==> config.mk <==
export PLATFORM = sky130hd
export DESIGN_NAME = count_sequencer
export DESIGN_NICKNAME = d
export VERILOG_FILES = /design/src/rtl/count_sequencer.sv
export SDC_FILE = /design/constraint.sdc
export NUM_CORES = 1
export LEC_CHECK = 0
export BUFFER_PORTS_ARGS = -buffer_cell sky130_fd_sc_hd__buf_2
export CAP_MARGIN = 10
export CELL_PAD_IN_SITES_DETAIL_PLACEMENT = 0
export CELL_PAD_IN_SITES_GLOBAL_PLACEMENT = 1
export CORE_UTILIZATION = 41
export CTS_BUF_LIST = sky130_fd_sc_hd__clkbuf_4
export DETAILED_ROUTE_END_ITERATION = 12
export PLACE_DENSITY = 0.85
export SLEW_MARGIN = 40
export SYNTH_ARGS = -nofsm -noshare
export SYNTH_HDL_FRONTEND = slang
export SYNTH_SLANG_ARGS = --single-unit
==> constraint.sdc <==
create_clock -name clk -period 4.3 [get_ports clk]
set_input_delay 0.215 -clock clk [delete_from_list [all_inputs] [get_ports clk]]
set_output_delay 0.215 -clock clk [all_outputs]
set_load 0.05 [all_outputs]
==> src/rtl/count_sequencer.sv <==
// count_sequencer: run/pause/done sequencer for a single decimal digit.
//
// A prescaler gates counting so the count advances once every DIV clocks while
// running. The current count is decoded to a 7-segment pattern.
//
// Optional feature (macro COUNT_DOWN_EN): adds the 'dir' input. When dir is 1
// at run entry, the count loads MAXV and counts down, with 0 as the terminal value.
//
// Ports:
//   clk       in   system clock, rising edge
//   reset     in   asynchronous active-low reset
//   start     in   level: begin / resume counting (also restarts from DONE)
//   pause     in   level: freeze while running
//   clear     in   level: return to idle, count = 0 (highest priority)
//   mode_wrap in   1 = wrap at terminal value, 0 = stop in DONE
//   dir       in   (COUNT_DOWN_EN only) 1 = count down; latched at run entry
//   q         out  current count
//   dout      out  segments {g,f,e,d,c,b,a}, 1 = lit
//   state     out  0 idle, 1 run, 2 pause, 3 done
//   done      out  one-cycle pulse when the terminal value stops the count
module count_sequencer #(
  parameter int unsigned DIV  = 4,
  parameter int unsigned MAXV = 9
) (
  input  logic       clk,
  input  logic       reset,
  input  logic       start,
  input  logic       pause,
  input  logic       clear,
  input  logic       mode_wrap,
`ifdef COUNT_DOWN_EN
  input  logic       dir,
`endif
  output logic [3:0] q,
  output logic [6:0] dout,
  output logic [1:0] state,
  output logic       done
);

  localparam int unsigned PW = $clog2(DIV);
  localparam logic [3:0] MaxQ = 4'(MAXV);
  localparam logic [PW-1:0] LastP = PW'(DIV - 1);

  typedef enum logic [1:0] {
    StIdle  = 2'd0,
    StRun   = 2'd1,
    StPause = 2'd2,
    StDone  = 2'd3
  } state_e;

  state_e        state_q, state_d;
  logic [3:0]    q_q, q_d;
  logic [PW-1:0] presc_q, presc_d;
  logic          done_q, done_d;
  logic          down_q, down_d;

  logic dir_in;
`ifdef COUNT_DOWN_EN
  assign dir_in = dir;
`else
  assign dir_in = 1'b0;
`endif

  logic       tick;
  logic       at_term;
  logic [3:0] entry_q;

  assign tick    = (presc_q == LastP);
  assign at_term = down_q ? (q_q == 4'd0) : (q_q == MaxQ);
  // Value loaded when a run starts from idle or restarts from done.
  assign entry_q = dir_in ? MaxQ : 4'd0;

  always_comb begin
    state_d = state_q;
    q_d     = q_q;
    presc_d = presc_q;
    done_d  = 1'b0;
    down_d  = down_q;
    if (clear) begin
      state_d = StIdle;
      q_d     = 4'd0;
      presc_d = '0;
    end else begin
      unique case (state_q)
        StIdle: begin
          if (start) begin
            state_d = StRun;
            presc_d = '0;
            q_d     = entry_q;
            down_d  = dir_in;
          end
        end
        StRun: begin
          // start outranks pause, so start+pause keeps running.
          if (pause && !start) begin
            state_d = StPause;
          end else if (tick) begin
            presc_d = '0;
            if (!at_term) begin
              q_d = down_q ? (q_q - 4'd1) : (q_q + 4'd1);
            end else if (mode_wrap) begin
              q_d = down_q ? MaxQ : 4'd0;
            end else begin
              state_d = StDone;
              done_d  = 1'b1;
            end
          end else begin
            presc_d = presc_q + 1'b1;
          end
        end
        StPause: begin
          if (start) begin
            state_d = StRun;
          end
        end
        StDone: begin
          if (start) begin
            state_d = StRun;
            presc_d = '0;
            q_d     = entry_q;
            down_d  = dir_in;
          end
        end
      endcase
    end
  end

  always_ff @(posedge clk or negedge reset) begin
    if (!reset) begin
      state_q <= StIdle;
      q_q     <= 4'd0;
      presc_q <= '0;
      done_q  <= 1'b0;
      down_q  <= 1'b0;
    end else begin
      state_q <= state_d;
      q_q     <= q_d;
      presc_q <= presc_d;
      done_q  <= done_d;
      down_q  <= down_d;
    end
  end

  always_comb begin
    case (q_q)
      4'd0:    dout = 7'h3F;
      4'd1:    dout = 7'h06;
      4'd2:    dout = 7'h5B;
      4'd3:    dout = 7'h4F;
      4'd4:    dout = 7'h66;
      4'd5:    dout = 7'h6D;
      4'd6:    dout = 7'h7D;
      4'd7:    dout = 7'h07;
      4'd8:    dout = 7'h7F;
      4'd9:    dout = 7'h6F;
      default: dout = 7'h00;
    endcase
  end

  assign q     = q_q;
  assign state = state_q;
  assign done  = done_q;

endmodule

After elaboration in Yosys (flattened, before gate mapping)

Memories as Yosys holds them, arrays and structs flattened.
Index checks and enable logic that the tools add are counted.

Register bits: 9
Output and inout port bits: 14
Memories: 1
Memory bits (read-only): 112
Logic and storage cells: 54
Input bits: 6

Equality and inequality tests: 13
Mux-type cells: 25
$add $sub $neg: 2
Reductions and logical operators: 9

Memory list:

| memory          | depth | width | read ports | clocked after memory_dff | write ports | line | source |
|---|---|---|---|---|---|---|---|
| (no name shown) | 16    | 7     | 1          | 0                        | 0           | 145  | `case (q_q)` |

Operators by type and width:

| kind                  | count |
|---|---|
| $mux W4               | 6 |
| $mux W2               | 10 |
| $ne A4 B4 Y1 const B  | 4 |
| $pmux W2 S2           | 2 |
| $pmux W4 S2           | 1 |
| $eq A2 B2 Y1 const B  | 3 |
| $mux W1               | 6 |
| $ne A3 B1 Y1 const B  | 2 |
| $ne A3 B3 Y1 const B  | 2 |
| $reduce_and A5 Y1     | 1 |
| $add A4 B1 Y4 const B | 1 |
| $eq A4 B4 Y1 const B  | 1 |
| $reduce_and A4 Y1     | 1 |
| $reduce_and A3 Y1     | 1 |
| $reduce_bool A3 Y1    | 1 |
| $reduce_or A3 Y1      | 1 |
| $add A2 B1 Y2 const B | 1 |
| $eq A2 B1 Y1 const B  | 1 |
| $logic_not A2 Y1      | 1 |
| $reduce_or A2 Y1      | 1 |
| $logic_and A1 B1 Y1   | 1 |
| $logic_not A1 Y1      | 1 |

Logic depth before layout (Yosys ltp)

Gate-level depths: netlist of run 1.

Depth in word-level cells: 6
Depth in mapped cells: 7
Mapped depth without buffers: 6

Worst setup path after synthesis of run 1

Ideal clock, no wire load.

Kind: reg2out
From: register q_q[1] (netlist: q[1])
To: output dout[3]
Data required time: 4.085 ns
Data arrival time: 2.377 ns
Path buffers: 0
Slack: 1.708 ns
Cell stages (with the launch flop): 5
Path through: dfrtp_1 inv_1 ha_1 inv_1 o21ai_0

Longest elaborated chain between the ends: 1

RTL lines:

| item                   | line | source |
|---|---|---|
| from (decl)            | 52   | `logic [3:0] q_q, q_d;` |
| from (signal assigned) | 137  | `q_q <= q_d;` |
| $mem_v2 Z16 W7         | -    |  |
| to (decl)              | 35   | `output logic [6:0] dout,` |

Every way passes these cells.

Final worst setup path of run 1

From: register q_q[1] (netlist: q[1])
To: output dout[0]

Same word-level chain as after synthesis.

==> results.sh, run 1 <==
export IMPL_cts_buffers=3
export IMPL_cts_hold_buf=1
export IMPL_synth_distinct_cells=32
export IMPL_worst_setup_path_end_kind="output port"
export IMPL_die_area_sq_um=2010
export IMPL_hold_depth=3
export IMPL_hpwl_um=1220
export IMPL_timing_fmax_mhz=519
export IMPL_reg2reg_slack_ns=2.39
export IMPL_crit_path_max_fanout=9
export IMPL_avgViaCountPerCell=5.18
export IMPL_finalSetupViolCount=0
export IMPL_clock_latency_ns=0.26
export IMPL_drt_iter0_markers=10
export IMPL_cp_top_family="flip-flops"
export IMPL_diodes=0
export IMPL_fill_cells=186
export IMPL_critPathLaunchType="register"
export IMPL_grtUsageMet3_pct=6.00
export IMPL_period_needed_ns=1.93
export IMPL_wl_um=1540
export IMPL_synthArstFlopShare_pct=100
export IMPL_antenna_left=0
export IMPL_clk_pin_slew_worst_paths_ns=0.06
export IMPL_coreArea_sq_um=1730
export IMPL_maxCapViolCount=0
export IMPL_syn_area_sq_um=751
export IMPL_path_common_cell="o21ai_0"
export IMPL_status="completed"
export IMPL_crit_type="register to output port"
export IMPL_min_to="state[0]"
export IMPL_grt_first_pass_wirelength_um=2480
export IMPL_dpl_cell_count=123
export IMPL_hp_start="start"
export IMPL_clockBufferDepth=2
export IMPL_dr_pass1_iters=3
export IMPL_antenna_found_initial=0
export IMPL_hold_violations=0
export IMPL_avgSynthCellArea_sq_um=9.27
export IMPL_cts_resized=0
export IMPL_post_drt_wl_per_cell_um=12.0
export IMPL_cpPeakStageDelay_ns=0.51
export IMPL_met1_usage_pct=21.4
export IMPL_ctsRootBufferMaster="clkbuf_4"
export IMPL_vias=663
export IMPL_ys_seq_area_share_pct=30.0
export IMPL_fp_dieH_um=44.8
export IMPL_grt_busiest_layer="met2"
export IMPL_cts_post_setup_buffers_inserted=0
export IMPL_std_cell_rows=15
export IMPL_ys_warn_count=0
export IMPL_ys_dominant_reg_cell="dfrtp_1"
export IMPL_place_gp_congestion=0.777
export IMPL_total_power_uw=280
export IMPL_worstPathRequired_ns=4.09
export IMPL_drc=0
export IMPL_leakage_nw=0.426
export IMPL_slew_violations=0
export IMPL_rsz0062_at_grt="false"
export IMPL_grt_total_usage_pct=17.1
export IMPL_layoutNonFillerInstCount=128
export IMPL_crit_slowest_cell="dfrtp_1"
export IMPL_synth_seq_cells=9
export IMPL_grt_max_degree=13
export IMPL_initial_utilization_pct=43.5
export IMPL_layout_drive_gt1_share_pct=30.1
export IMPL_slew_headroom_pct=69.6
export IMPL_crit_arrival_ns=1.71
export IMPL_final_nets=119
export IMPL_grt_use_met2_pct=28.5
export IMPL_path_buf_inv=2
export IMPL_synth_fp_nets=96
export IMPL_finalSetupTns_ns=0
export IMPL_synth_cells=81
export IMPL_r2r_start="q[1]"
export IMPL_cts_max_level=1
export IMPL_hold_path_class="input pin to register"
export IMPL_worstRegToRegCells=6
export IMPL_p_per_area_nw_per_um2=314
export IMPL_synth_edff_count=0
export IMPL_vdd_ir_drop_worst_v=0.000157
export IMPL_die_w_um=44.8
export IMPL_io_pins=20
export IMPL_finClkSkew_ns=0.00424
export IMPL_timing_rr_end="q[1]"
export IMPL_tightestPinTransition_ns=0.453
export IMPL_crit_chain="inv_1, ha_1, nor2_1, o21ai_0, o21ai_0, buf_2"
export IMPL_final_setup_worst_slack_ns=2.37
export IMPL_cts_tree="yes"
export IMPL_port_buffer_count=19
export IMPL_areaGrowthSynthToFinish_pct=18.7
export IMPL_cts_sinks=9
export IMPL_grt_pass1_vias=568
export IMPL_post_place_ws_ns=2.41
export IMPL_grt_overflow=0
export IMPL_fin_crit_sh_pct=44.8
synth_stat cells (2+ instances only):
master	n	area, sq um
dfrtp_1	9	225
ha_1	9	113
o21ai_0	9	45.0
inv_1	8	30.0
nor2_1	5	18.8
a21oi_1	4	20.0
mux2i_1	3	30.0
nand2_1	3	11.3
nor2b_1	3	18.8
and2b_2	2	17.5
nor3_1	2	10.0
o2111ai_1	2	17.5
o21ai_2	2	17.5
o22ai_1	2	12.5
where the power goes:
part	switching (mW)	internal, mW	total, mW
Sequential	0.00582	0.0895	0.0953
Clock	0.0274	0.0419	0.0693
Combinational	0.0802	0.0352	0.115
Total	0.113	0.167	0.280
registers in the layout (all words and copies together) (netlist names):
name / cells
presc_q: 2
q: 4
done: 1
state: 2
worst reg2reg max path, cell delays in order, from the launching register on:
cell      delay (ns)
dfrtp_1         0.51
inv_1           0.16
ha_1            0.24
and4bb_2        0.26
o21ai_2         0.23
o21a_1          0.23
mux2i_1         0.20
cells by family after synthesis:
| kind of cell | after synthesis | share of synthesized area (%) |
|---|---|---|
| AO/OA/AOI/OAI | 27 | 24.7 |
| XOR/XNOR | 1 | 1.17 |
| adder cells (fa/ha/maj) | 9 | 15.0 |
| buffers and inverters | 10 | 7.50 |
| flip-flops | 9 | 30.0 |
| multiplexers | 3 | 4.00 |
| AND/OR/NAND/NOR | 22 | 17.7 |
cell usage in the layout, fill, tap and decap left out:
master / instances
o2111ai_1: 2
and3_2: 1
o21a_1: 1
nor3_1: 2
o22ai_1: 2
and2b_2: 2
and4bb_2: 1
or3_1: 1
dfrtp_1: 9
and2_2: 1
buf_2: 19
inv_1: 8
xnor2_1: 1
nor2b_1: 3
mux2i_1: 3
dlygate4sd3_1: 1
nand2b_1: 1
a21oi_1: 4
nand2_1: 3
o221a_1: 1
a32o_1: 1
o21ai_2: 2
clkbuf_4: 4
o21ai_0: 9
nor2_1: 5
o22a_2: 1
nor3b_1: 1
and3b_1: 1
a22o_1: 1
ha_1: 9
a21o_1: 1
o221ai_1: 1
a221oi_1: 1
routing by layer:
| layer | up-vias | part of all wire [%] |
|---|---|---|
| met1 | 314 | 46 |
| met2 | 11 | 50 |
| met4 | 0 | 0 |
| li1 | 338 | - |
| met3 | 0 | 3.6 |
| met5 | - | 0 |
cell type report:
class | instances | area [sq um] | share of cell area [%]
timing repair buffer | 20 | 105 | 11.8
multi-input combinational | 62 | 469 | 52.7
sequential | 9 | 225 | 25.3
inverter | 8 | 30.0 | 3.37
tap | 25 | 31.3 | 3.51
clock buffer | 4 | 30.0 | 3.37
through the flow:
stage,hold slack (ns),util [%],instance area [sq um]
detailed placement,0.0783,49.3,851
global placement,0.0767,49.3,851
floorplan,-0.0806,-,751
global route,0.267,51.6,891
CTS,0.251,51.6,891
finish,0.257,51.6,891
how the worst max path moves through the flow:
stage / slack (ns) / cells after the start / end / from
floorplan: 1.71 / 4 / dout[3] / q[1]
global placement: 2.51 / 6 / q[3] / q[1]
detailed placement: 2.41 / 6 / q[1] / q[1]
CTS: 2.36 / 6 / dout[0] / q[1]
global route: 2.18 / 6 / dout[3] / q[1]
finish: 2.37 / 6 / dout[0] / q[1]
(Power assumes the default switching activity.)
==> run 2, diff against run 1 <==
ABC_AREA = 1   (was not set)
CORE_UTILIZATION = 37   (was 41)
PLACE_DENSITY = 0.82   (was 0.85)
clock period = 1.8 ns   (was 4.3 ns; I/O delays follow)
==> run 2 against run 1 <==
Synthesized area shrank 0.67%; wire length down 1.9%; sequential power grew to 2.9 times the previous value; non-clock buffer count is 2 higher; cell area is 4.4% higher; clock power up 130%; largest cell class unchanged.
==> results.sh, run 2 <==
export IMPL_finalSetupTns_ns=0
export IMPL_final_common_cell="nand2_1"
export IMPL_leakage_nw=0.505
export IMPL_drt_iter0_markers=19
export IMPL_grt_max_degree=11
export IMPL_cts_tree="yes"
export IMPL_worstRegToRegCells=6
export IMPL_cts_buffers=3
export IMPL_initial_utilization_pct=41.4
export IMPL_clk_pin_slew_worst_paths_ns=0.06
export IMPL_avgSynthCellArea_sq_um=6.97
export IMPL_synth_distinct_cells=18
export IMPL_synth_most_common_cell="nand2_1"
export IMPL_slew_violations=0
export IMPL_place_gp_congestion=0.830
export IMPL_finalSetupViolCount=0
export IMPL_r2r_start="state[0]"
export IMPL_synth_seq_cells=9
export IMPL_areaGrowthSynthToFinish_pct=24.7
export IMPL_synth_fp_nets=122
export IMPL_fp_dieH_um=46.9
export IMPL_dr_pass1_iters=4
export IMPL_cts_sinks=9
export IMPL_ys_dominant_reg_cell="dfrtp_1"
export IMPL_reg2reg_slack_ns=0.34
export IMPL_multiInputGateArea_sq_um=468
export IMPL_hold_violations=0
export IMPL_port_buffer_count=19
export IMPL_slew_headroom_pct=80.0
export IMPL_critPathLaunchType="register"
export IMPL_p_per_area_nw_per_um2=1110
export IMPL_vias=718
export IMPL_ys_warn_count=0
export IMPL_synth_cells=107
export IMPL_status="completed"
export IMPL_grt_pass1_vias=582
export IMPL_timing_hold_ws_ns=0.165
export IMPL_fin_crit_sh_pct=94.0
export IMPL_post_drt_wl_per_cell_um=9.62
export IMPL_synthTopCellsByCount="nand2_1, nor2_1, nand3_1"
export IMPL_finClkSkew_ns=0.00409
export IMPL_timing_fmax_mhz=591
export IMPL_grt_total_usage_pct=16.4
export IMPL_diodes=0
export IMPL_antenna_found_initial=0
export IMPL_io_pins=20
export IMPL_synthArstFlopShare_pct=100
export IMPL_clock_latency_ns=0.25
export IMPL_final_nets=148
export IMPL_period_needed_ns=1.69
export IMPL_avgViaCountPerCell=4.57
export IMPL_maxCapViolCount=0
export IMPL_synth_area_top_cells="dfrtp_1, nand2_1, ha_1"
export IMPL_die_w_um=46.9
export IMPL_layout_drive_gt1_share_pct=29.5
export IMPL_std_cell_rows=15
export IMPL_syn_area_sq_um=746
export IMPL_ys_seq_area_share_pct=30.2
export IMPL_wl_um=1510
export IMPL_layout_common_cells="nand2_1, buf_2, nor2_1"
export IMPL_coreArea_sq_um=1800
export IMPL_regArea_sq_um=228
export IMPL_cts_max_level=1
export IMPL_synth_area_leader_cell="dfrtp_1"
export IMPL_grt_first_pass_wirelength_um=2500
export IMPL_crit_end="dout[6]"
export IMPL_tightestPinTransition_ns=0.298
export IMPL_crit_path_max_fanout=9
export IMPL_die_area_sq_um=2200
export IMPL_worst_setup_path_end_kind="output port"
export IMPL_grt_overflow=0
export IMPL_crit_type="register to output port"
export IMPL_worstPathRequired_ns=1.71
export IMPL_ctsRootBufferMaster="clkbuf_4"
export IMPL_clockBufferDepth=2
export IMPL_rsz0062_at_grt="false"
export IMPL_timing_rr_end="q[0]"
export IMPL_yosysTopAreaCellShare_pct=30.2
export IMPL_hpwl_um=1240
export IMPL_antenna_left=0
export IMPL_synth_edff_count=0
export IMPL_vdd_ir_drop_worst_v=0.000587
export IMPL_critPathLaunch="q[1]"
export IMPL_crit_arrival_ns=1.60
export IMPL_hold_path_class="input pin to register"
export IMPL_fill_cells=189
export IMPL_drc=0
export IMPL_largest_reg_flops=4
-- run 2: cell count changes after synthesis, sizes merged, moves of 2 or more --
cell / before / now
nand2: 3 / 35
nand3: 0 / 12
nor2: 5 / 12
a21oi: 4 / 0
inv: 8 / 12
mux2i: 3 / 0
nand4: 0 / 3
nor2b: 3 / 0
and2b: 2 / 0
o2111ai: 2 / 0
o22ai: 2 / 0
-- run 2: worst max-delay path: stages, from the launching register on --
cell and delay [ns]:
dfrtp_2 0.47, ha_1 0.20, or2_1 0.23, o21ai_0 0.07, nand2_1 0.06, nand2_1 0.05, buf_2 0.26
-- run 2: per-stage QoR --
step / power, mW / setup slack, ns / utilization [%] / area, sq um / instances
after floorplan: 0.727 / 0.117 / - / 752 / 107
after global placement: 0.845 / 0.300 / 48.5 / 875 / 151
after detailed placement: 0.849 / 0.295 / 48.5 / 875 / 151
after CTS: 1.02 / 0.0442 / 50.8 / 915 / 156
after global routing: 1.12 / 0.0166 / 51.6 / 930 / 157
final: 1.03 / 0.108 / 51.6 / 930 / 157
-- run 2: layer usage --
layer | up-vias | track usage, % | routed length, um
li1 | 393 | - | -
met1 | 311 | 24.3 | 834
met2 | 14 | 23.1 | 643
met3 | 0 | 2.31 | 32
met4 | 0 | 8.57 | 0
met5 | - | 0 | 0
-- run 2: final cells by class --
| cell class | instances | area share (%) |
|---|---|---|
| Multi-Input combinational cell | 85 | 50.3 |
| Clock buffer | 4 | 3.23 |
| Inverter | 12 | 5.11 |
| Sequential cell | 9 | 24.5 |
| Tap cell | 25 | 3.36 |
| Timing Repair Buffer | 22 | 13.5 |
-- run 2: where the power goes --
part | switching, mW | total, mW | internal, mW
combinational | 0.433 | 0.597 | 0.164
sequential | 0.0386 | 0.273 | 0.235
clock | 0.0594 | 0.159 | 0.0997
-- run 2: kinds of logic (layout without fill, tap and decap cells) --
| family | Yosys count | in the layout | share of synthesized area [%] |
|---|---|---|---|
| simple gates | 64 | 64 | 37.8 |
| buf+inv | 13 | 38 | 7.89 |
| compound gates | 11 | 11 | 7.89 |
| fa+ha+maj | 9 | 9 | 15.1 |
| flops | 9 | 9 | 30.2 |
| xor+xnor | 1 | 1 | 1.17 |
-- run 2: how the worst min path moves through the flow --
stage | startpoint | to | cells after the start
3_5_place_dp | reset | q[3] | 1
4_1_cts | mode_wrap | done | 4
3_3_place_gp | reset | q[3] | 1
2_1_floorplan | reset | done | 0
5_1_grt | mode_wrap | done | 4
6_report | mode_wrap | done | 4
-- run 2: timing repair --
item,in CTS,in global routing
endpoints found under the setup margin,0,3
hold buffers,1,0
resized for setup,0,5
buffers inserted,0,1
endpoints found under the hold margin,9,0
